[src/rtl/cpu_if_stage.sv]
// 6502 instruction fetch: byte-serial reads, opcode length decode, one assembled
// instruction per valid/ready handshake. Optional macro IF_ILLEGAL_TRAP_EN flags cc==11 opcodes.
module cpu_if_stage #(
  parameter logic [15:0] RESET_PC = 16'h0100
) (
  input  logic        clk,
  input  logic        rst_n,
  output logic [15:0] mem_addr,
  output logic        mem_rd,
  input  logic [7:0]  mem_rdata,
  output logic        inst_valid,
  input  logic        inst_ready,
  output logic [7:0]  inst_opcode,
  output logic [7:0]  inst_op1,
  output logic [7:0]  inst_op2,
  output logic [1:0]  inst_len,
  output logic [15:0] inst_pc,
  output logic        inst_illegal,
  input  logic        br_taken,
  input  logic [15:0] br_target
);

  typedef enum logic [1:0] {S_REQ, S_CAP, S_OUT} state_t;

  state_t      state;
  logic [15:0] fetch_pc;
  logic [15:0] pc_next;
  logic [15:0] pc_cap;
  logic [1:0]  idx;
  logic [1:0]  len;
  logic [1:0]  dec_len;
  logic [1:0]  cur_len;
  logic        more;
  logic [7:0]  byte0;
  logic [7:0]  byte1;

  function automatic logic [1:0] decode_len(input logic [7:0] op);
    logic [2:0] bbb;
    logic [1:0] cc;
    bbb = op[4:2];
    cc  = op[1:0];
`ifdef IF_ILLEGAL_TRAP_EN
    if (cc == 2'b11) return 2'd1;
`else
    // Undocumented cc==11 opcodes follow the ALU-group (cc==01) addressing modes.
    if (cc == 2'b11) cc = 2'b01;
`endif
    if (bbb == 3'd3 || bbb == 3'd7 || (cc == 2'b01 && bbb == 3'd6) || op == 8'h20)
      return 2'd3;
    if (op == 8'h00 || op == 8'h40 || op == 8'h60 ||
        (cc != 2'b01 && (bbb == 3'd2 || bbb == 3'd6)))
      return 2'd1;
    return 2'd2;
  endfunction

  assign pc_next = fetch_pc + 16'd1;
  assign dec_len = decode_len(mem_rdata);
  assign cur_len = (idx == 2'd0) ? dec_len : len;
  assign more    = ({1'b0, idx} + 3'd1) < {1'b0, cur_len};

`ifdef IF_ILLEGAL_TRAP_EN
  logic dec_ill;
  logic ill_cap;
  assign dec_ill = (mem_rdata[1:0] == 2'b11);
`else
  assign inst_illegal = 1'b0;
`endif

  // Control and output holding registers; mem_rd is raised on every entry to S_REQ.
  always_ff @(posedge clk) begin
    if (!rst_n) begin
      state       <= S_REQ;
      fetch_pc    <= RESET_PC;
      idx         <= 2'd0;
      len         <= 2'd0;
      mem_rd      <= 1'b0;
      mem_addr    <= 16'h0000;
      inst_valid  <= 1'b0;
      inst_opcode <= 8'h00;
      inst_op1    <= 8'h00;
      inst_op2    <= 8'h00;
      inst_len    <= 2'd0;
      inst_pc     <= 16'h0000;
`ifdef IF_ILLEGAL_TRAP_EN
      inst_illegal <= 1'b0;
`endif
    end else if (br_taken) begin
      state      <= S_REQ;
      fetch_pc   <= br_target;
      idx        <= 2'd0;
      mem_rd     <= 1'b1;
      mem_addr   <= br_target;
      inst_valid <= 1'b0;
    end else begin
      case (state)
        S_REQ: begin
          // Only the first cycle after reset arrives here without a read in flight.
          if (mem_rd) begin
            mem_rd <= 1'b0;
            state  <= S_CAP;
          end else begin
            mem_rd   <= 1'b1;
            mem_addr <= fetch_pc;
          end
        end
        S_CAP: begin
          fetch_pc <= pc_next;
          if (idx == 2'd0) len <= dec_len;
          if (more) begin
            idx      <= idx + 2'd1;
            state    <= S_REQ;
            mem_rd   <= 1'b1;
            mem_addr <= pc_next;
          end else begin
            state       <= S_OUT;
            inst_valid  <= 1'b1;
            inst_opcode <= (idx == 2'd0) ? mem_rdata : byte0;
            inst_op1    <= (idx == 2'd0) ? 8'h00 : ((idx == 2'd1) ? mem_rdata : byte1);
            inst_op2    <= (idx == 2'd2) ? mem_rdata : 8'h00;
            inst_len    <= cur_len;
            inst_pc     <= (idx == 2'd0) ? fetch_pc : pc_cap;
`ifdef IF_ILLEGAL_TRAP_EN
            inst_illegal <= (idx == 2'd0) ? dec_ill : ill_cap;
`endif
          end
        end
        S_OUT: begin
          if (inst_ready) begin
            inst_valid <= 1'b0;
            idx        <= 2'd0;
            state      <= S_REQ;
            mem_rd     <= 1'b1;
            mem_addr   <= fetch_pc;
          end
        end
        default: state <= S_REQ;
      endcase
    end
  end

  // Partial instruction bytes; stale contents are never presented, so no reset.
  always_ff @(posedge clk) begin
    if (!br_taken && state == S_CAP) begin
      case (idx)
        2'd0: begin
          byte0  <= mem_rdata;
          pc_cap <= fetch_pc;
`ifdef IF_ILLEGAL_TRAP_EN
          ill_cap <= dec_ill;
`endif
        end
        2'd1: byte1 <= mem_rdata;
        default: ;
      endcase
    end
  end

endmodule

[config.mk]
export PLATFORM = sky130hd
export DESIGN_NAME = cpu_if_stage
export DESIGN_NICKNAME = d
export VERILOG_FILES = /design/src/rtl/cpu_if_stage.sv
export SDC_FILE = /design/constraint.sdc
export NUM_CORES = 1
export LEC_CHECK = 0
export ABC_CLOCK_PERIOD_IN_PS = 4200
export CAP_MARGIN = 0
export CORE_ASPECT_RATIO = 1.25
export CORE_MARGIN = 2
export CORE_UTILIZATION = 35
export CTS_CLUSTER_DIAMETER = 100
export DETAILED_ROUTE_END_ITERATION = 8
export GPL_TIMING_DRIVEN = 1
export SLEW_MARGIN = 20
export SYNTH_ARGS = -nofsm -noshare
export SYNTH_HDL_FRONTEND = slang
export SYNTH_SLANG_ARGS = --single-unit
[constraint.sdc]
create_clock -name clk -period 4.2 [get_ports clk]
set_input_delay 0.42 -clock clk [delete_from_list [all_inputs] [get_ports clk]]
set_output_delay 0.42 -clock clk [all_outputs]
set_load 0.03 [all_outputs]
==> impl_metrics.yaml, run 1 <==
outcome:
  status: "complete, no violations"
floorplan:
  start_util_pct: 35.8
  std_cell_rows: 48
  core-area_sq_um: 13800
  dieArea_sq_um: 15100
  die_w_um: 110
  die_h_um: 137
  io-pin-count: 89
global_routing:
  grt_max_degree: 60
  grt_pass1_vias: 4087
  grt_usage_pct: 17.4
  grt_pass1_wl_mm: 20.0
  overflow: 0
  grt_antenna_before_repair: 0
yosys:
  avgSynthCellArea_sq_um: 9.75
  async_flop_share_pct: 0
  yosysUniqueCellTypes: 50
  ys_ff_latch: 114
  synth_ff_type: "dfxtp_1"
  syn_inst: 508
  seq_area_frac_synth_pct: 52.6
  ys_warn_count: 0
  synth_edf_count: 32
  netlist_area_sq_um: 4950
  synth_nets: 545
power_and_ir_drop:
  power_density_nw_per_um2: 457
  power.leakage_uw: 0.00241
  peakVddDrop_mv: 0.252
placement:
  port_buffers: 87
  dp_cells: 746
  dp_hpwl_mm: 8.56
  place_area_sq_um: 5940
  place.gp.congestion: 0.835
sta:
  final-hold-violation-count: 0
  hold_slack_ns: 0.451
  finalMaxSlewViolations: 0
  period_share_pct: 87.0
  finalSetupViolations: 0
  worstMarginPinSlew_ns: 0.920
  rsz0062_at_grt: "no"
  relSlewSlack_pct: 38.7
  fin_skew_ns: 0.00656
  finalSetupTns_ns: 0
  max_freq_ghz: 0.274
  period_needed_ns: 3.66
worst_setup_path:
  critPathLaunchType: "register"
  critPathKind: "register to register"
  crit_top_cell: "inv_1"
  required_ns: 4.53
  cpLargestDelayFamily: "compound AO/OA/AOI/OAI gates"
  path_max_fanout: 17
  critical_path.slowest_cell: "a31o_2"
  rrSetupSlack_ns: 0.54
  cp_num_buf_inv: 3
  path_cells: "inv_1, ha_1, inv_1, or3_1, o22a_1, inv_1, fa_1, nor2b_1, nand3_1, a31o_2, nand2_1, o22ai_1"
  max_stage_delay_ns: 0.50
  critPathArrivalTime_ns: 3.98
  crit_path_end_kind: "register"
cells_and_area:
  multi_input_comb_area_sq_um: 2150
  syn2layout_area_growth_pct: 33.1
  instances_no_fill: 778
  layout_common_cells: "nand2_1 (99), clkdlybuf4s50_1 (87), dfxtp_1 (82)"
  fin_area_sq_um: 6590
  antenna_cells: 0
  nets: 627
  nFillCells: 1331
  final_common_cell: "nand2_1"
  regArea_sq_um: 2600
  drive_gt1_share_pct: 13.9
detailed_routing:
  drt_iter0_drc: 150
  finalWirelength_mm: 12.4
  vias: 3963
  drtAntennaViolNets: 0
  route.detailed.drc: 0
  wl_per_cell_um: 15.9
  first_pass_iters: 5
  vias_per_cell: 5.09
clocking:
  cts_made_buffers: 17
  cts_tree: "built"
  clkTransAtPathRegs_ns: 0.06
  htreeDepth: 4
  clock_latency_ns: 0.41
  postCtsHoldBufs: 0
  root_buffer: "clkbuf_16"
  clock-sinks: 114
  clock_path_buffers: 2
worst_hold_path:
  hold_path_class: "register to register"
job:
  drv_cap: 0
-- tightest hold or removal path, stage by stage (launching register included) --
cell and delay, ns:
dfxtp_1 0.30, nand2_1 0.05, a21oi_1 0.05
-- routing by layer --
layer	GRT usage, %	wire, um
met4	7.99	349
met5	0	0
met2	29.4	6210
met1	19.6	5140
met3	5.95	703
-- through the flow --
step | util (%) | setup WS, ns | total power (uW)
4_1_cts | 47.7 | 0.247 | 3030
6_report | 47.7 | 0.545 | 3010
2_1_floorplan | - | 1.29 | 1360
5_1_grt | 47.7 | 0.290 | 3110
3_5_place_dp | 43.0 | 0.262 | 1460
3_3_place_gp | 43.0 | 0.506 | 1450
-- report_power, final --
part	internal (uW)	switching (uW)
sequential	1160	28.7
combinational	105	135
clock	1060	513
total	2330	676
-- worst paths after layout --
path,depth (start not counted),startpoint,to
setup / recovery,12,idx[0]$_SDFFE_PP0P_,mem_addr[15]$_SDFFE_PN0P_
hold / removal,2,inst_pc[8]$_SDFFE_PN0P_,inst_pc[8]$_SDFFE_PN0P_
setup reg to reg,12,idx[0]$_SDFFE_PP0P_,mem_addr[15]$_SDFFE_PN0P_
hold reg to reg,2,inst_pc[8]$_SDFFE_PN0P_,inst_pc[8]$_SDFFE_PN0P_
-- logic make-up (layout without fill, tap and decap cells) --
| family | after synthesis | count (layout) | share of synthesized area, % |
|---|---|---|---|
| AO/OA/AOI/OAI | 92 | 92 | 11.2 |
| XOR/XNOR | 14 | 14 | 2.48 |
| adder cells (fa/ha/maj) | 9 | 9 | 2.43 |
| buffers and inverters | 44 | 139 | 4.07 |
| flip-flops | 114 | 114 | 52.6 |
| multiplexers | 45 | 45 | 9.91 |
| other | 1 | 1 | 0.0757 |
| AND/OR/NAND/NOR | 189 | 189 | 17.3 |
-- cell usage after synthesis (all sizes together), types with 2 or more instances --
master,n,area (sq um)
o21ai,13,68.8
o211ai,4,40.0
nor2,30,115
nand2b,5,31.3
o22ai,4,25.0
mux2i,13,130
ha,8,100
buf,14,88.8
mux2,32,360
a211oi,2,25.0
nor3,13,65.1
nor3b,2,15.0
nand2,99,372
dfxtp,82,1640
clkbuf,17,63.8
and2,7,43.8
inv,13,48.8
a21oi,54,274
a21o,3,22.5
nor4,5,37.5
xor2,10,87.6
o211a,3,30.0
a31oi,2,12.5
a31o,3,26.3
nand3,14,70.1
xnor2,4,35.0
and3,2,12.5
edfxtp,32,961
nand4,8,65.1
-- area by class of cell --
type	count	share of cell area [%]
clock inverter	14	3.17
clock buffer	18	6.66
multi-input combinational	350	32.6
timing repair buffer	94	14.0
tap	175	3.32
inverter	13	0.759
sequential	114	39.5
-- flip-flops by register name, summed over array words and instances, names as in the netlist, 2 cells and up --
name / count
byte0: 8
byte1: 8
fetch_pc: 16
idx: 2
inst_len: 2
inst_op1: 8
inst_op2: 8
inst_opcode: 8
inst_pc: 16
len: 2
mem_addr: 16
pc_cap: 16
state: 2
-- what timing repair did --
action | in CTS | in global routing
setup endpoints to repair | 0 | 1
endpoints found under the hold margin | 0 | 0
setup buffers | 0 | 0
gates resized for setup | 0 | 1
(Power assumes the default switching activity.)
==> run 2, diff against run 1 <==
==> constraint.sdc (replaced) <==
create_clock -name clk -period 4.2 [get_ports clk]
set_input_delay 0.42 -clock clk [delete_from_list [all_inputs] [get_ports clk]]
set_output_delay 0.42 -clock clk [all_outputs]
set_load 0.05 [all_outputs]
==> results of run 2 <==
The final DEF is identical to that of run 1. Status: complete, no violations.
Among the figures that moved: total power 3010 uW -> 3030 uW; worst IR drop on VDD 0.252 mV -> 0.253 mV
==> run 3, diff against run 2 <==
- PLACE_DENSITY: default -> 0.59
==> run 3 against run 2 <==
Worst setup slack better by 0.30 ns. Combinational power hardly changed. Global-route usage is 0.23 points lower. Core utilization is 0.45 points lower. Register-to-register slack better by 0.30 ns. Count of clock-buffer cells in the layout is 3 higher. Sequential share of layout area is 0.38 points higher. Clock power is 13% lower. Critical path type unchanged. Die area stayed put. Power is 6.4% lower. Cell area is 0.95% lower.
==> impl_metrics.yaml, run 3 (synthesis gave the netlist of run 1 again) <==
placement:
  place_area_sq_um: 5960
  place.gp.congestion: 0.855
  port_buffers: 87
  place_ws_ns: 0.653
  dp_hpwl_mm: 8.60
sta:
  rsz0062_at_grt: "no"
  finalMaxSlewViolations: 0
  relSlewSlack_pct: 30.1
  period_needed_ns: 3.35
  finalSetupTns_ns: 0
  period_share_pct: 79.8
  worstMarginPinSlew_ns: 1.05
  setup_ws_ns: 0.848
  final-hold-violation-count: 0
  finalSetupViolations: 0
  fin_skew_ns: 0.00888
  max_freq_ghz: 0.298
cells_and_area:
  nets: 629
  antenna_cells: 0
  final_common_cell: "nand2_1"
  drive_gt1_share_pct: 13.9
  syn2layout_area_growth_pct: 31.8
  fin_area_sq_um: 6530
  fin_util_pct: 47.3
  layout_common_cells: "nand2_1 (99), clkdlybuf4s50_1 (87), dfxtp_1 (82)"
floorplan:
  die_h_um: 137
  dieArea_sq_um: 15100
  die_w_um: 110
  io-pin-count: 89
  std_cell_rows: 48
  start_util_pct: 35.8
  core-area_sq_um: 13800
worst_setup_path:
  path_max_fanout: 25
  crit_top_cell: "inv_1"
  critPathLaunchType: "register"
  path_cells: "inv_1, ha_1, buf_4, o22a_1, inv_1, fa_1, nor2b_1, nand3_1, a31o_1, nand2_1, o22ai_1"
  critPathKind: "register to register"
  crit_path_end_kind: "register"
  cpLargestDelayFamily: "compound AO/OA/AOI/OAI gates"
  required_ns: 4.53
  cp_num_buf_inv: 3
  critPathArrivalTime_ns: 3.68
  critical_path.slowest_cell: "a31o_1"
  max_stage_delay_ns: 0.66
global_routing:
  overflow: 0
  grt_pass1_vias: 4005
  grt_antenna_before_repair: 0
  grt_max_degree: 60
  grt_usage_pct: 17.2
  grt_pass1_wl_mm: 19.6
detailed_routing:
  route.detailed.drc: 0
  drtAntennaViolNets: 0
  drt_iter0_drc: 165
  vias_per_cell: 5.01
  finalWirelength_mm: 12.4
  wl_per_cell_um: 15.9
  vias: 3907
  first_pass_iters: 4
clocking:
  htreeDepth: 4
  root_buffer: "clkbuf_16"
  clkTransAtPathRegs_ns: 0.06
  cts_tree: "built"
  clock-sinks: 114
  cts_setup_buffers: 0
  cts_made_buffers: 17
  clock_latency_ns: 0.41
  postCtsHoldBufs: 0
  post_cts_resized: 0
  clock_path_buffers: 2
power_and_ir_drop:
  power_density_nw_per_um2: 435
  peakVddDrop_mv: 0.229
  power_uw: 2840
  power.leakage_uw: 0.00240
outcome:
  status: "complete, no violations"
job:
  drv_cap: 0
worst_hold_path:
  hold_path_class: "register to register"
==> run 3: cell types whose count changed in the layout (fill, tap and decap cells not counted), sizes merged <==
cell / previous run / this run
clkinvlp: 3 / 1
clkbuf: 18 / 21
clkinv: 6 / 8
bufinv: 5 / 2
buf: 7 / 9
==> run 3: worst min-delay path, cell delays in order (launching register included) <==
cell and delay (ns):
dfxtp_1 0.30, nand2_1 0.05, a21oi_1 0.05
==> run 3: cell type report <==
cell class              instances  area (sq um)
clock inverters                11           111
flip-flops and latches        114          2600
clock buffers                  21           460
repair buffers                 96           938
inverters                      13          48.8
well taps                     175           219
fillers                      1358          7290
multi-input cells             350          2150
==> run 3: worst paths after layout <==
path,endpoint,slack (ns),startpoint,cells past startpoint
worst max-delay path,mem_addr[15]$_SDFFE_PN0P_,0.85,idx[0]$_SDFFE_PP0P_,11
worst min register to register,inst_pc[3]$_SDFFE_PN0P_,0.45,inst_pc[3]$_SDFFE_PN0P_,2
worst min-delay path,inst_pc[3]$_SDFFE_PN0P_,0.45,inst_pc[3]$_SDFFE_PN0P_,2
worst max register to register,mem_addr[15]$_SDFFE_PN0P_,0.85,idx[0]$_SDFFE_PP0P_,11
==> run 3: per-stage QoR <==
step	std cells	hold slack [ns]
2_1_floorplan	508	0.437
3_5_place_dp	748	0.446
6_report	780	0.452
3_3_place_gp	748	0.442
5_1_grt	780	0.476
4_1_cts	780	0.453
==> run 3: power breakdown <==
part           switching (uW)  internal, uW
Clock                     485           896
Sequential               29.2          1170
Combinational             156           107
==> run 3: metal layers <==
layer / vias to the layer above / part of all wire (%) / GRT usage [%] / wire, um
met5: - / 0 / 0 / 0
met3: 25 / 5.1 / 4.76 / 636
met1: 1846 / 40 / 18.4 / 5020
li1: 1932 / - / - / -
met4: 0 / 2.3 / 7.43 / 291
met2: 104 / 52 / 31.0 / 6470
